$ cat src/rtl/uart_pkg.sv
// Shared UART definitions: receiver FSM states, oversampling ratio and the
// frame-format defaults used by both the receiver and the transmitter.
package uart_pkg;

  typedef enum logic [1:0] {
    IDLE,
    START,
    DATA,
    STOP
  } uart_state_t;

  localparam int OVERSAMPLE  = 16;
  localparam int DBIT_DEF    = 8;
  localparam int SB_TICK_DEF = 16;

  // Counter width for values 0..n-1, never narrower than one bit.
  function automatic int cnt_width(input int n);
    return (n > 1) ? $clog2(n) : 1;
  endfunction

endpackage

$ cat src/rtl/uart_rx_sync.sv
// Two-flop synchronizer for the asynchronous serial line; resets to the idle
// (high) level so a reset never looks like a start edge.
module uart_rx_sync (
  input  logic clk,
  input  logic rst_n,
  input  logic i_d,
  output logic o_q
);

  logic r_meta;
  logic r_sync;

  always_ff @(posedge clk or negedge rst_n) begin
    if (!rst_n) begin
      r_meta <= 1'b1;
      r_sync <= 1'b1;
    end else begin
      r_meta <= i_d;
      r_sync <= r_meta;
    end
  end

  assign o_q = r_sync;

endmodule

$ cat src/rtl/uart_rx.sv
// 16x-oversampled UART receiver (start / DBIT data LSB first / SB_TICK stop).
// Define UART_RX_FRAME_ERR_EN to add the frame_err output and its logic.
module uart_rx
  import uart_pkg::*;
#(
  parameter int DBIT    = DBIT_DEF,
  parameter int SB_TICK = SB_TICK_DEF
) (
  input  logic            clk,
  input  logic            rst_n,
  input  logic            rx,
  input  logic            s_tick,
  output logic [DBIT-1:0] dout,
  output logic            rx_done_tick
`ifdef UART_RX_FRAME_ERR_EN
  ,
  output logic            frame_err
`endif
);

  localparam int NW = cnt_width(DBIT);
  // The tick counter must also reach SB_TICK-1 for 1.5/2 stop-bit intervals.
  localparam int SW = (cnt_width(SB_TICK) > cnt_width(OVERSAMPLE)) ?
                      cnt_width(SB_TICK) : cnt_width(OVERSAMPLE);

  localparam logic [SW-1:0] MID_TICK  = SW'(OVERSAMPLE / 2 - 1);
  localparam logic [SW-1:0] LAST_TICK = SW'(OVERSAMPLE - 1);
  localparam logic [SW-1:0] STOP_LAST = SW'(SB_TICK - 1);
  localparam logic [NW-1:0] LAST_BIT  = NW'(DBIT - 1);

  logic            w_rx_s;
  logic            w_stop_done;
  logic [DBIT:0]   w_shift;

  uart_state_t     r_state;
  uart_state_t     w_state_nxt;
  logic [SW-1:0]   r_s_cnt;
  logic [SW-1:0]   w_s_cnt_nxt;
  logic [NW-1:0]   r_n_cnt;
  logic [NW-1:0]   w_n_cnt_nxt;
  logic [DBIT-1:0] r_b;
  logic [DBIT-1:0] w_b_nxt;
  logic [DBIT-1:0] r_dout;
  logic [DBIT-1:0] w_dout_nxt;
  logic            r_done;

  uart_rx_sync u_sync (
    .clk   (clk),
    .rst_n (rst_n),
    .i_d   (rx),
    .o_q   (w_rx_s)
  );

  assign w_shift     = {w_rx_s, r_b};
  assign w_stop_done = (r_state == STOP) && s_tick && (r_s_cnt == STOP_LAST);

  always_ff @(posedge clk or negedge rst_n) begin
    if (!rst_n) begin
      r_state <= IDLE;
      r_s_cnt <= '0;
      r_n_cnt <= '0;
      r_b     <= '0;
      r_dout  <= '0;
      r_done  <= 1'b0;
    end else begin
      r_state <= w_state_nxt;
      r_s_cnt <= w_s_cnt_nxt;
      r_n_cnt <= w_n_cnt_nxt;
      r_b     <= w_b_nxt;
      r_dout  <= w_dout_nxt;
      r_done  <= w_stop_done;
    end
  end

  always_comb begin
    w_state_nxt = r_state;
    w_s_cnt_nxt = r_s_cnt;
    w_n_cnt_nxt = r_n_cnt;
    w_b_nxt     = r_b;
    w_dout_nxt  = r_dout;
    unique case (r_state)
      IDLE: begin
        if (!w_rx_s) begin
          w_state_nxt = START;
          w_s_cnt_nxt = '0;
        end
      end
      START: begin
        // A line that is high again at mid-start was only a glitch.
        if (s_tick) begin
          if (r_s_cnt == MID_TICK) begin
            if (!w_rx_s) begin
              w_state_nxt = DATA;
              w_s_cnt_nxt = '0;
              w_n_cnt_nxt = '0;
            end else begin
              w_state_nxt = IDLE;
            end
          end else begin
            w_s_cnt_nxt = r_s_cnt + 1'b1;
          end
        end
      end
      DATA: begin
        if (s_tick) begin
          if (r_s_cnt == LAST_TICK) begin
            w_b_nxt     = w_shift[DBIT:1];
            w_s_cnt_nxt = '0;
            if (r_n_cnt == LAST_BIT) begin
              w_state_nxt = STOP;
            end else begin
              w_n_cnt_nxt = r_n_cnt + 1'b1;
            end
          end else begin
            w_s_cnt_nxt = r_s_cnt + 1'b1;
          end
        end
      end
      STOP: begin
        if (s_tick) begin
          if (r_s_cnt == STOP_LAST) begin
            w_dout_nxt  = r_b;
            w_state_nxt = IDLE;
          end else begin
            w_s_cnt_nxt = r_s_cnt + 1'b1;
          end
        end
      end
      default: w_state_nxt = IDLE;
    endcase
  end

  assign dout         = r_dout;
  assign rx_done_tick = r_done;

`ifdef UART_RX_FRAME_ERR_EN
  logic r_ferr;

  // Flag a low stop sample on the same edge that completes the frame.
  always_ff @(posedge clk or negedge rst_n) begin
    if (!rst_n) begin
      r_ferr <= 1'b0;
    end else begin
      r_ferr <= w_stop_done && !w_rx_s;
    end
  end

  assign frame_err = r_ferr;
`endif

endmodule

$ cat config.mk
export PLATFORM = sky130hd
export DESIGN_NAME = uart_rx
export DESIGN_NICKNAME = d
export VERILOG_FILES = /design/src/rtl/uart_pkg.sv /design/src/rtl/uart_rx_sync.sv /design/src/rtl/uart_rx.sv
export SDC_FILE = /design/constraint.sdc
export NUM_CORES = 1
export LEC_CHECK = 0
export BUFFER_PORTS_ARGS = -buffer_cell sky130_fd_sc_hd__buf_2
export CORE_ASPECT_RATIO = 0.8
export CORE_MARGIN = 5
export CORE_UTILIZATION = 45
export DETAILED_ROUTE_END_ITERATION = 16
export PLACE_DENSITY = 0.71
export SLEW_MARGIN = 20
export SYNTH_ARGS = -nofsm -noshare
export SYNTH_HDL_FRONTEND = slang
export SYNTH_HIERARCHICAL = 1
export SYNTH_SLANG_ARGS = --single-unit
$ cat constraint.sdc
create_clock -name clk -period 1.8 [get_ports clk]
set_input_delay 0.54 -clock clk [delete_from_list [all_inputs] [get_ports clk]]
set_output_delay 0.54 -clock clk [all_outputs]
set_load 0.05 [all_outputs]
-- After elaboration in Yosys (flattened, before gate mapping)
Cells that the tools add are included.
Widths: inputs -> output; s select.
- bits of input ports: 4
- register bits: 28
- equality and inequality tests: 17
- add/subtract/negate cells: 2
- reduce and logical (&&, ||, !) cells: 9
- multiplexer cells: 25
- operators with widths (operator ; number):
    $mux 4 ; 7
    $ne 2x2->1 const B ; 10
    $mux 2 ; 9
    $mux 3 ; 6
    $pmux 4 s4 ; 1
    $pmux 2 s4 ; 1
    $reduce_and 8->1 ; 1
    $reduce_and 7->1 ; 1
    $pmux 3 s2 ; 1
    $reduce_and 3->1 ; 2
    $add 4x1->4 const B ; 1
    $eq 2x2->1 const B ; 2
    $eq 4x3->1 const B ; 1
    $eq 4x4->1 const B ; 1
    $reduce_and 4->1 ; 1
    $add 3x1->3 const B ; 1
    $eq 3x3->1 const B ; 1
    $eq 2x1->1 const B ; 1
    $logic_and 1x1->1 ; 2
    $logic_not 2->1 ; 1
    $ne 2x1->1 const B ; 1
    $reduce_bool 2->1 ; 1

-- Depth between registers and ports, before layout
Gate-level depths: netlist of run 1.
- depth in word-level cells: 5
- depth in mapped cells: 6

-- Modules after synthesis
The synthesis of run 1 kept the hierarchy.
- modules (own cells, without submodules) (module ; cells each ; instances ; area each (um^2)):
    uart_rx ; 94 ; 1 ; 1204.9
    uart_rx_sync ; 2 ; 1 ; 52.6

-- Least setup slack after synthesis of run 1
Ideal clock, no wire load.
- kind: reg-to-reg
- start: register r_n_cnt[0]
- end: register r_n_cnt[0]
- slack: -0.001 ns
- path buffers: 0
- data required time: 1.675 ns
- arrival time: 1.676 ns
- cell stages (with the launch flop): 7
- clock period less this slack: 1.801 ns
- cell sequence: dfrtp_1 ha_1 ha_1 or3b_1 a21oi_1 o221ai_1 mux2_2
- longest elaborated chain between the ends: 5
- RTL lines (what ; RTL line ; source):
    from (decl) ; uart_rx.sv:39 ; logic [NW-1:0] r_n_cnt;
    from (signal assigned) ; uart_rx.sv:68 ; r_n_cnt <= w_n_cnt_nxt;
    $add 3x1->3 ; uart_rx.sv:112 ; w_n_cnt_nxt = r_n_cnt + 1'b1;
    $mux 3 ; uart_rx.sv:109 ; if (r_n_cnt == LAST_BIT) begin
    $mux 3 ; uart_rx.sv:106 ; if (r_s_cnt == LAST_TICK) begin
    $mux 3 ; uart_rx.sv:105 ; if (s_tick) begin
    $pmux 3 s2 ; uart_rx.sv:81 ; unique case (r_state)
Parallel ways exist; a longest one is shown, timed or not. The select of a mux whose other input is x is not followed.
A chain may end at the register's enable or synchronous reset.

-- Worst setup path in the final report of run 1
- start: register r_n_cnt[1]
- end: register r_n_cnt[0]
- longest elaborated chain between the ends: 3
- RTL lines (what ; RTL line):
    $eq 3x3->1 ; uart_rx.sv:109
    $ne 2x2->1 (no source line) ; --
    $reduce_and 7->1 (no source line) ; --
Every way passes these cells.

==> impl_results.md, run 1 <==
* CTS tree: done
* Top area cells in the synthesized netlist: dfrtp_1 52%, mux2_2 16%, dfstp_2 4.2%
* Gr ovfl total at 0
* Max_slew headroom at 60.1%
* CTS Root Cell: clkbuf_4
* R2r setup slk at 7 ps
* DR WL/cell at 14.4 um
* Critical R2R Capture: r_n_cnt[0]
* Via Count at 815
* Cell area after synthesis at 0.00126 mm^2
* NetSw at 0.000501 W
* Arrival @ worst endpoint at 2030 ps
* Syn Nets at 103
* Critical path type: reg2reg
* Die Y at 57.3 um
* R2R depth at 6
* Antenna viol nets, final at 0
* Area leader, netlist: dfrtp_1
* Initial Utilization at 46.2%
* Fmax at 558 MHz
* Hold Fails Final Rpt at 0
* Via/cell ratio at 5.19
* Die ar. at 0.00396 mm^2
* Seq/Total Area, Yosys at 55.9%
* Clock power frac at 24.2%
* Max-slew violations at 0
* Fin crit share at 99.6%
* Largest net degree at the start of global routing at 29
* Maxcap violations at 0
* GR Util All Layers at 12.5%
* Area fraction of the dominant cell type after synthesis at 51.7%
* Number of diodes at 0
* Nets at 127
* Final setup viols at 0
* Final Instance Area at 0.00151 mm^2
* Worst min path class: in2async
* Port Buffer Count at 12
* Core area at 0.00272 mm^2
* Warnings from Yosys at 6
* Synthesized flop and latch total at 28
* Startpoint Class: flop
* Worst-path clk slew at 150 ps
* CP Capture Type: flop
* Die width at 69.1 um
* Count of different cell masters after synthesis at 32
* RSZ-0062 raised after global routing: true
* # clock sinks at 28
* Max clock buf depth at 2
* Pre-antenna DRT Iters at 4
* Pwr/cell area at 1110 mW/mm^2
* Drc violations at 0
* Post-Route WL at 2260 um
* Gate power share at 30.0%
* Iteration-0 DRC Markers at 16
* Sequential share of power at 45.8%
* Area Growth Syn to Fin at 19.8%
* Total negative slack at 0 ps
* Placed cell areas at 0.00142 mm^2
* Clk_lat worst skew at 330 ps
* I/O pin count at 13
* Share of layout cells above drive strength 1 at 47.1%
* Peak VDD IR at 731 uV
* First-pass GRT wire length at 3920 um
* Vias in the first global route at 849
* Lkg Pwr at 0.747 nW
* Max FO, Critical Path at 3
* Status: complete, no violations
* Skew final at 15.8 ps
* DP HPWL at 1480 um
* Int Power at 0.00118 W
* Net Sw Frac at 29.9%
* Number of antenna violations at the first check in global routing at 0
* Clock buffer count from CTS at 3
* Period minus WS final at 1790 ps
* Crit path required time at 2030 ps
* Slew at the pin closest to its max-slew limit at 599 ps
* Launch point of the worst reg-to-reg path: r_n_cnt[1]
* Avg Synthesized Cell Area at 13.1 um^2
* Synth Instances at 96
* Placer Congestion at 0.774
* FP Rows at 17
* Htree depth at 1
[how the worst max path moves through the flow]
stage	startpoint	end	slack [ps]	depth (start not counted)
floorplan	r_n_cnt[0]	r_n_cnt[0]	30	6
global placement	r_n_cnt[0]	r_n_cnt[0]	30	6
detailed placement	r_n_cnt[0]	r_n_cnt[0]	-40	6
CTS	r_n_cnt[1]	r_n_cnt[0]	3	6
global route	r_s_cnt[0]	r_s_cnt[0]	-50	6
finish	r_n_cnt[1]	r_n_cnt[0]	7	6
[metrics by stage]
| stage | cells | power (W) | setup slack, ps | util (%) | hold slack (ps) |
|---|---|---|---|---|---|
| after detailed placement | 152 | 0.00125 | -42.0 | 52.0 | 347 |
| final | 157 | 0.00168 | 6.99 | 55.3 | 193 |
| after CTS | 157 | 0.00168 | 2.79 | 54.8 | 213 |
| after global placement | 152 | 0.00123 | 30.2 | 52.0 | 346 |
| after floorplan | 96 | 0.00107 | 32.6 | - | 244 |
| after global routing | 157 | 0.00180 | -48.9 | 55.3 | 219 |
[power groups by stage]
| stage | clock, W | combinational, W | sequential (W) |
|---|---|---|---|
| finish | 0.000406 | 0.000503 | 0.000768 |
| CTS | 0.000419 | 0.000497 | 0.000764 |
| detailed placement | 0 | 0.000476 | 0.000775 |
| global route | 0.000451 | 0.000568 | 0.000779 |
| floorplan | 0 | 0.000308 | 0.000767 |
| global placement | 0 | 0.000459 | 0.000766 |
[cell usage in the layout, fill, tap and decap left out, types with 3 or more instances in the layout]
| master | netlist | layout |
|---|---|---|
| nand2_1 | 4 | 4 |
| dfrtp_1 | 26 | 26 |
| buf_4 | 1 | 12 |
| clkbuf_4 | 0 | 3 |
| buf_2 | 3 | 12 |
| a22o_1 | 3 | 3 |
| a21oi_1 | 5 | 4 |
| o21ai_0 | 3 | 3 |
| nor2_1 | 4 | 4 |
| mux2_2 | 18 | 17 |
[repair_timing]
item	in CTS	in global routing
hold buffers	0	0
pin swaps	2	1
gates cloned	0	0
setup endpoints to repair	2	12
resized for setup	4	3
buffers inserted	1	0
[registers in the layout (all words and copies together), names as in the netlist, named ones only]
name / flops
dout: 8
r_b: 8
r_n_cnt: 3
r_s_cnt: 4
r_state: 1
rx_done_tick: 1
u_sync/o_q: 1
u_sync/r_meta: 1
[area by class of cell]
cell class	count	area, um^2
Clock buffer	3	22.5
Timing Repair Buffer	24	150
Clock inverter	1	30.0
Tap cell	38	47.5
Multi-Input combinational cell	61	546
Sequential cell	28	703
Inverter	2	7.51
Fill cell	238	1220
[cells by family after synthesis]
logic type	share of synthesized area [%]
adders and majority gates	2.99
buffers and inverters	3.28
AOI/OAI and AO/OA	10.2
DFF	55.9
muxes	16.9
and+or+nand+nor	9.95
xor gates and xnor gates	0.697
[synthesized netlist by cell type]
library cell / instances
buf_2: 3
ha_1: 3
xor2_1: 1
a22o_1: 3
or3b_1: 2
o2bb2ai_1: 1
o41ai_1: 1
nand3b_1: 1
nand2_1: 4
and4b_1: 1
mux2i_1: 1
a41oi_1: 1
o221ai_1: 1
mux2_2: 18
nand3_1: 1
a21oi_1: 5
dfrtp_1: 26
a31oi_1: 2
and3b_1: 1
o22ai_1: 1
nor2_1: 4
inv_1: 2
and3_4: 1
a32oi_1: 1
nand2b_1: 1
buf_4: 1
dfstp_2: 2
and4_1: 1
or3_1: 1
nor2b_4: 1
o21ai_0: 3
buf_6: 1
[worst max-delay path, cell delays in order (launching register included)]
cell and delay [ps]:
dfrtp_1 420, ha_2 200, ha_4 160, or3b_4 370, a21oi_2 150, o221ai_2 120, mux2_4 290
[metal layers]
metal | global-route usage [%] | routed length [um]
met1 | 15.9 | 1030
met2 | 20.1 | 1090
met3 | 4.05 | 95
met4 | 4.18 | 42
met5 | 0 | 0
No activity file was read; power rests on OpenSTA's default activity.
==> inputs of run 2 (changes only) <==
CTS_BUF_LIST = sky130_fd_sc_hd__clkbuf_2 sky130_fd_sc_hd__clkbuf_4 sky130_fd_sc_hd__clkbuf_8   (was unset)
PLACE_DENSITY = 0.69   (was 0.71)
clock period = 1.7 ns   (was 1.8 ns; I/O delays follow)
==> impl_results.md, run 2 (synthesized netlist as in run 1, its figures left out) <==
* Int Power at 0.00125 W
* Die Y at 57.3 um
* Placed cell count at 152
* Critical path type: reg2reg
* Max clock buf depth at 2
* GR Util All Layers at 11.6%
* Failing checks: negative setup slack
* Sequential share of power at 45.1%
* Max_slew headroom at 56.6%
* Clock power frac at 24.2%
* Maxcap violations at 0
* Total negative slack at -152 ps
* I/O pin count at 13
* Multi-input combinational cell area at 554 um^2
* Die width at 69.1 um
* Pre-antenna DRT Iters at 4
* Placer Congestion at 0.743
* Final Instance Area at 0.00151 mm^2
* Port Buffer Count at 12
* Clock buffer count from CTS at 3
* Via/cell ratio at 5.30
* Worst min path class: in2async
* Largest stage delay, worst path at 420 ps
* Hold Fails Final Rpt at 0
* Core area at 0.00272 mm^2
* Crit path required time at 1930 ps
* Worst-path cell chain: ha_2, ha_4, or3b_4, a21oi_2, o221ai_2, mux2_4
* Most frequent cells in the layout: 26 x dfrtp_1, 17 x mux2_2, 12 x buf_2, 11 x buf_4
* Gr ovfl total at 0
* Arrival @ worst endpoint at 2020 ps
* DP HPWL at 1510 um
* Register area at 703 um^2
* Critical R2R Capture: r_n_cnt[0]
* Fmax at 559 MHz
* Final cell count without fillers at 156
* DR WL/cell at 13.4 um
* Met1 usage at 16.4%
* Lkg Pwr at 0.744 nW
* Initial Utilization at 46.2%
* Area Growth Syn to Fin at 19.9%
* Commonest non-fill, non-tap cell in the layout: dfrtp_1
* Largest net degree at the start of global routing at 29
* Net Sw Frac at 29.6%
* Htree depth at 1
* Pwr/cell area at 1170 mW/mm^2
* Worst path depth at 6
* Final setup viols at 3
* Fin crit share at 105%
* # fillers at 255
* First-pass GRT wire length at 3770 um
* Max FO, Critical Path at 3
* Post-cts hold buffer count at 0
* Via Count at 827
* CTS Root Cell: clkbuf_4
* # clock sinks at 28
* Worst-path clk slew at 150 ps
* Critical path origin: r_n_cnt[0]
* Peak VDD IR at 638 uV
* Drc violations at 0
* Placed cell areas at 0.00144 mm^2
* Critical Path Sink: r_n_cnt[0]
* Iteration-0 DRC Markers at 23
* Pre-CTS setup slack at -115 ps
* Gate power share at 30.7%
* Clk_lat worst skew at 320 ps
* NetSw at 0.000523 W
* CP max-delay cell: dfrtp_1
* FP Rows at 17
* Period minus WS final at 1790 ps
* Post-Route WL at 2100 um
* Die ar. at 0.00396 mm^2
* Max-slew violations at 0
* Nets at 126
* Met2 Track Usage GR at 17.7%
* R2r setup slk at -90 ps
* Number of diodes at 0
* Grt met3 use at 3.70%
* CTS tree: done
* Delay-heaviest family, CP: flip-flops
* RSZ-0062 raised after global routing: true
* Number of antenna violations at the first check in global routing at 0
* CP Capture Type: flop
* Share of layout cells above drive strength 1 at 47.5%
* Vias in the first global route at 804
* Antenna viol nets, final at 0
* Slew at the pin closest to its max-slew limit at 642 ps
* Launch point of the worst reg-to-reg path: r_n_cnt[0]
* Gr busiest metal: met2
* Skew final at 4.09 ps
* Final WS setup at -89.8 ps
* Status: finished with violations
* Startpoint Class: flop
* Buf/Inv on CP at 0
* R2R depth at 6
-- run 2: worst min path at each step --
stage                 end  slack (ps)  depth (start not counted)
3_5_place_dp   u_sync/o_q         350                          0
5_1_grt        r_s_cnt[0]         210                          1
2_1_floorplan   async pin         210                          0
4_1_cts        r_s_cnt[0]         180                          1
3_3_place_gp   u_sync/o_q         350                          0
6_report           r_b[6]         170                          1
-- run 2: power by group through the flow --
stage	logic, W	clock network, W	registers (W)
3_3_place_gp	0.000508	0	0.000803
5_1_grt	0.000606	0.000471	0.000809
4_1_cts	0.000528	0.000444	0.000797
6_report	0.000544	0.000428	0.000797
3_5_place_dp	0.000524	0	0.000809
2_1_floorplan	0.000339	0	0.000812
-- run 2: layout make-up --
cell class              instances  share of cell area (%)
repair buffers                 23                    9.46
flip-flops and latches         28                    46.6
inverters                       2                   0.498
clock inverters                 1                    1.99
well taps                      38                    3.15
clock buffers                   3                    1.49
multi-input cells              61                    36.8
-- run 2: timing repair --
action / 4_1_cts / 5_1_grt
gates cloned: 0 / 0
gates resized for setup: 2 / 3
setup buffers: 0 / 0
endpoints found under the setup margin: 11 / 11
pin swaps: 3 / 3
-- run 2: per-stage QoR --
stage / total power (W) / hold slack [ps] / utilization [%]
6_report: 0.00177 / 173 / 55.4
5_1_grt: 0.00189 / 211 / 55.4
4_1_cts: 0.00177 / 177 / 55.0
3_5_place_dp: 0.00133 / 349 / 52.8
3_3_place_gp: 0.00131 / 346 / 52.8
2_1_floorplan: 0.00115 / 214 / -
-- run 2: per-layer routing --
layer  vias to the layer above  wire length, um  part of all wire (%)
met2                        17              996                    47
met1                       407             1010                    48
met5                         -                0                     0
met3                         4               69                   3.3
li1                        399                -                     -
met4                         0               16                  0.76
